### config.mk
export PLATFORM = sky130hd
export DESIGN_NAME = mc_main_fsm
export DESIGN_NICKNAME = d
export VERILOG_FILES = /design/src/rtl/mc_ctrl_pkg.sv /design/src/rtl/mc_main_fsm.sv
export SDC_FILE = /design/constraint.sdc
export NUM_CORES = 1
export LEC_CHECK = 0
export ABC_AREA = 1
export BUFFER_PORTS_ARGS = -buffer_cell sky130_fd_sc_hd__buf_4
export CORE_MARGIN = 2
export CORE_UTILIZATION = 30
export CTS_CLUSTER_DIAMETER = 60
export DETAILED_ROUTE_END_ITERATION = 16
export REMOVE_ABC_BUFFERS = 1
export SLEW_MARGIN = 20
export SYNTH_ARGS = -nofsm -noshare
export SYNTH_HDL_FRONTEND = slang
export SYNTH_SLANG_ARGS = --single-unit
export TNS_END_PERCENT = 100
### constraint.sdc
create_clock -name clk -period 1.23 [get_ports clk]
set_clock_uncertainty 0.05 [all_clocks]
set_input_delay 0.0615 -clock clk [delete_from_list [all_inputs] [get_ports clk]]
set_output_delay 0.0615 -clock clk [all_outputs]
set_load 0.05 [all_outputs]
### src/rtl/mc_ctrl_pkg.sv
// rtl/mc_ctrl_pkg.sv - state, opcode and datapath select encodings for the multicycle control FSM
package mc_ctrl_pkg;

    typedef enum logic [3:0] {
        FETCH    = 4'd0,
        DECODE   = 4'd1,
        MEMADR   = 4'd2,
        MEMREAD  = 4'd3,
        MEMWB    = 4'd4,
        MEMWRITE = 4'd5,
        EXECUTER = 4'd6,
        EXECUTEI = 4'd7,
        ALUWB    = 4'd8,
        JAL      = 4'd9,
        BEQ      = 4'd10
    } statetype_t;

    localparam logic [6:0] OP_LW  = 7'b0000011;
    localparam logic [6:0] OP_SW  = 7'b0100011;
    localparam logic [6:0] OP_R   = 7'b0110011;
    localparam logic [6:0] OP_I   = 7'b0010011;
    localparam logic [6:0] OP_JAL = 7'b1101111;
    localparam logic [6:0] OP_BEQ = 7'b1100011;

    localparam logic [1:0] RES_ALUOUT    = 2'b00;
    localparam logic [1:0] RES_DATA      = 2'b01;
    localparam logic [1:0] RES_ALURESULT = 2'b10;

    localparam logic [1:0] SRCA_PC    = 2'b00;
    localparam logic [1:0] SRCA_OLDPC = 2'b01;
    localparam logic [1:0] SRCA_REG   = 2'b10;

    localparam logic [1:0] SRCB_WDATA = 2'b00;
    localparam logic [1:0] SRCB_IMM   = 2'b01;
    localparam logic [1:0] SRCB_FOUR  = 2'b10;

    localparam logic [1:0] ALUOP_ADD   = 2'b00;
    localparam logic [1:0] ALUOP_SUB   = 2'b01;
    localparam logic [1:0] ALUOP_FUNCT = 2'b10;

    // Unsupported opcodes map to FETCH so DECODE can abandon the instruction.
    function automatic statetype_t decode_target(input logic [6:0] op);
        statetype_t tgt;
        case (op)
            OP_LW, OP_SW: tgt = MEMADR;
            OP_R:         tgt = EXECUTER;
            OP_I:         tgt = EXECUTEI;
            OP_JAL:       tgt = JAL;
            OP_BEQ:       tgt = BEQ;
            default:      tgt = FETCH;
        endcase
        return tgt;
    endfunction

    function automatic logic op_supported(input logic [6:0] op);
        return decode_target(op) != FETCH;
    endfunction

endpackage

### src/rtl/mc_main_fsm.sv
// rtl/mc_main_fsm.sv - multicycle RV32I main control FSM driving datapath selects and enables
module mc_main_fsm
    import mc_ctrl_pkg::*;
(
    input  logic       clk,
    input  logic       reset,
    input  logic [6:0] op,
    input  logic       zero,
    output logic       pcwrite,
    output logic       irwrite,
    output logic       regwrite,
    output logic       memwrite,
    output logic       adrsrc,
    output logic [1:0] resultsrc,
    output logic [1:0] alusrca,
    output logic [1:0] alusrcb,
    output logic [1:0] aluop,
    output logic       illegal_op
);

    statetype_t state_q;
    statetype_t state_d;
    logic       pcupdate;
    logic       branch;

    always_ff @(posedge clk) begin
        if (reset) begin
            state_q <= FETCH;
        end else begin
            state_q <= state_d;
        end
    end

    always_comb begin
        state_d = FETCH;
        case (state_q)
            FETCH:    state_d = DECODE;
            DECODE:   state_d = decode_target(op);
            MEMADR:   state_d = (op == OP_LW) ? MEMREAD : MEMWRITE;
            MEMREAD:  state_d = MEMWB;
            EXECUTER: state_d = ALUWB;
            EXECUTEI: state_d = ALUWB;
            JAL:      state_d = ALUWB;
            MEMWB, MEMWRITE, ALUWB, BEQ: state_d = FETCH;
            default:  state_d = FETCH;
        endcase
    end

    always_comb begin
        irwrite    = 1'b0;
        regwrite   = 1'b0;
        memwrite   = 1'b0;
        adrsrc     = 1'b0;
        resultsrc  = RES_ALUOUT;
        alusrca    = SRCA_PC;
        alusrcb    = SRCB_WDATA;
        aluop      = ALUOP_ADD;
        illegal_op = 1'b0;
        pcupdate   = 1'b0;
        branch     = 1'b0;
        case (state_q)
            FETCH: begin
                irwrite   = 1'b1;
                alusrcb   = SRCB_FOUR;
                resultsrc = RES_ALURESULT;
                pcupdate  = 1'b1;
            end
            DECODE: begin
                // Branch target is precomputed here from OldPC + imm.
                alusrca    = SRCA_OLDPC;
                alusrcb    = SRCB_IMM;
                illegal_op = !op_supported(op);
            end
            MEMADR: begin
                alusrca = SRCA_REG;
                alusrcb = SRCB_IMM;
            end
            MEMREAD: begin
                adrsrc = 1'b1;
            end
            MEMWB: begin
                resultsrc = RES_DATA;
                regwrite  = 1'b1;
            end
            MEMWRITE: begin
                adrsrc   = 1'b1;
                memwrite = 1'b1;
            end
            EXECUTER: begin
                alusrca = SRCA_REG;
                aluop   = ALUOP_FUNCT;
            end
            EXECUTEI: begin
                alusrca = SRCA_REG;
                alusrcb = SRCB_IMM;
                aluop   = ALUOP_FUNCT;
            end
            ALUWB: begin
                regwrite = 1'b1;
            end
            JAL: begin
                alusrca  = SRCA_OLDPC;
                alusrcb  = SRCB_FOUR;
                pcupdate = 1'b1;
            end
            BEQ: begin
                alusrca = SRCA_REG;
                aluop   = ALUOP_SUB;
                branch  = 1'b1;
            end
            default: begin
            end
        endcase
    end

    assign pcwrite = pcupdate | (branch & zero);

endmodule
==> metrics <==
crit path launch type flop; Clock Path Buffers 2; Seq pwr share 0.242; Synth Instances 76; via/cell ratio ~4.6; largest family of logic cells by synthesized area simple AND/OR/NAND/NOR gates; num ports 24; Synth Area in Compound Gates 0.118; HPWL after detailed placement 935 um; initial antenna violation count 0; Pre-antenna DRT Iters 4; Arrival @ worst endpoint 1.22 ns; switching part of the total power 0.382; final-layout fill cell count 114; DRC Markers 0; Port Buf Inserts 23; synth cell count leaders 18 x nand2_1, 13 x nor2_1, 11 x inv_1; outcome finished, violations left; Detailed Route WL approximately 1300 um; average wire per standard cell 10.6 um; ranking of synthesized cells by area dfxtp_1 18%, nand2_1 16%, nor2_1 11%; Area Overhead vs Synth 107%; Final #Nets 124; Worst VDD drop 323 uV; critical path required time between 1 and 1.5 ns; max reg flops 4; antenna cell count 0; Worst Hold Class in -> reg; Worst Path Max Fanout 5; core area 1320 um^2; xor and xnor area share after synthesis 0; htree depth 1; placement row count 13; pre-CTS setup slack 0.0503 ns; Max Freq roughly 750 MHz; Internal Power between 300 and 400 uW; Yosys top cell area share 0.185; clk_lat worst skew 0.24 ns; simple-gate share of the synthesized area 0.540; Switching Power 214 uW; Iter 0 DRT Violations 2; Overflow after GRT 0; GPL Wtd Cong 0.790; Slew @ Worst Pin 0.300 ns; post-synthesis sequential element count 4; Critical R2R Launch state_q[2]$_SDFF_PP0_; Final ANT Viol Nets 0; Horiz. Die Dim 42.0 um; clock root cell clkbuf_4; footprint of the multi-input gates between 300 and 400 um^2; adder-cell share of the synthesized area 0; Syn Area/Cell 5.70 um^2; TritonCTS clock tree done; Die ar. 1760 um^2; die height 42.0 um; share of post-route cells with drive strength above 1 0.634; Post-synth EDFFs 0; total clock sinks 4; CP endpoint kind output pin; Synth warnings 0; Tot GR Track Use 0.145; Clk pwr share 0.292; largest net degree at the start of global routing 8; Final Hold Vio Count 0; first-pass GRT wire length 1990 um; biggest regs state_q: 4 flops; cell taking the most area after synthesis dfxtp_1; starting density of the core 0.329; cell leakage power 0.413 nW; RSZ-0062 raised after global routing yes; Netlist cell types 19; Core Util, Final 0.679; Slew HR 0.798; number of setup violations in the final report 12; sequential area share after synthesis 0.185; Post-synth top flop dfxtp_1; Setup CP Type reg -> out; Tmin final 1.33 ns; Final WS setup -0.104 ns; MaxCap Viol Count 0; CTS buffer count 3; Final Cell Area approximately 900 um^2; Placed Instance Area 632 um^2; Post-synth ARST share 0; Total Power 559 uW; worst setup path start state_q[2]$_SDFF_PP0_; min-delay src op[6]; vias in the first global route 524; PD cells between 600 and 700 nW/um^2; top-count cell post-synth nand2_1; via count about 600; Netlist Area Pre-Place 433 um^2; Gate power share 0.466; FF/Latch Area 92.6 um^2; Tcrit/Tclk final 1.08; multiplexer area fraction after synthesis 0; Slew Limit Fails 0; failing checks negative setup slack; clock slew at reported path FFs around 0.040 ns; Most flops, register state_q
## placed cells by master, fill, tap and decap left out, types with 3 or more instances in the layout
master,instances
clkbuf_4,3
buf_6,11
nor2_1,7
nor2_4,7
a21oi_2,3
nand3_1,5
nand2_4,4
inv_2,5
inv_1,7
nand2_1,16
dfxtp_4,3
buf_4,20
inv_4,3
## cell families (layout without fill, tap and decap cells)
family | after synthesis | in the layout
AND/OR/NAND/NOR | 46 | 46
flip-flops | 4 | 4
AO/OA/AOI/OAI | 9 | 9
buffers and inverters | 17 | 53
## stage by stage
stage	setup TNS [ns]	hold WS [ns]	std cells
CTS	-0.621	0.0966	124
global route	-1.39	0.129	127
global placement	0	0.190	115
finish	-0.747	0.0948	127
detailed placement	0	0.190	115
floorplan	-2.14	0.0739	75
## layout make-up
cell class | count | area share
clock buffers | 3 | 0.0252
inverters | 16 | 0.0811
multi-input cells | 55 | 0.418
flip-flops and latches | 4 | 0.103
well taps | 15 | 0.0210
repair buffers | 34 | 0.351
## worst max-delay path, stage by stage, from the launching register on
cell and delay (ns):
dfxtp_4 0.38, inv_2 0.05, nand2_4 0.12, nor2_8 0.04, nor2_1 0.13, o21ai_1 0.10, buf_6 0.16
## repair_timing
| item | CTS | global route |
|---|---|---|
| buffers inserted | 5 | 3 |
| hold buffers | 1 | 0 |
| pin swaps | 2 | 3 |
| resized for setup | 32 | 21 |
| setup endpoints to repair | 12 | 14 |
| endpoints found under the hold margin | 2 | 0 |
## power by group through the flow
stage | Clock [mW] | Combinational [mW] | Sequential (mW)
global route | 0.174 | 0.277 | 0.136
CTS | 0.164 | 0.238 | 0.137
detailed placement | 0 | 0.199 | 0.140
finish | 0.163 | 0.261 | 0.135
global placement | 0 | 0.197 | 0.140
floorplan | 0 | 0.128 | 0.141
## final timing paths
kind	end	slack (ns)	cells after the start
min reg2reg	state_q[0]$_SDFF_PP0_	0.57	2
max reg2reg	state_q[2]$_SDFF_PP0_	0.02	9
max	alusrcb[0]	-0.10	6
min	state_q[1]$_SDFF_PP0_	0.09	4
## per-layer routing
metal / vias up / GRT usage / part of all wire / wire (um)
met5: - / 0 / 0 / 0
met4: 0 / 0.0839 / 0.010 / 14
met3: 2 / 0.0216 / 0.051 / 68
met2: 21 / 0.281 / 0.58 / 782
met1: 255 / 0.142 / 0.35 / 476
li1: 308 / - / - / -
Power figures use the tool's default switching activity.
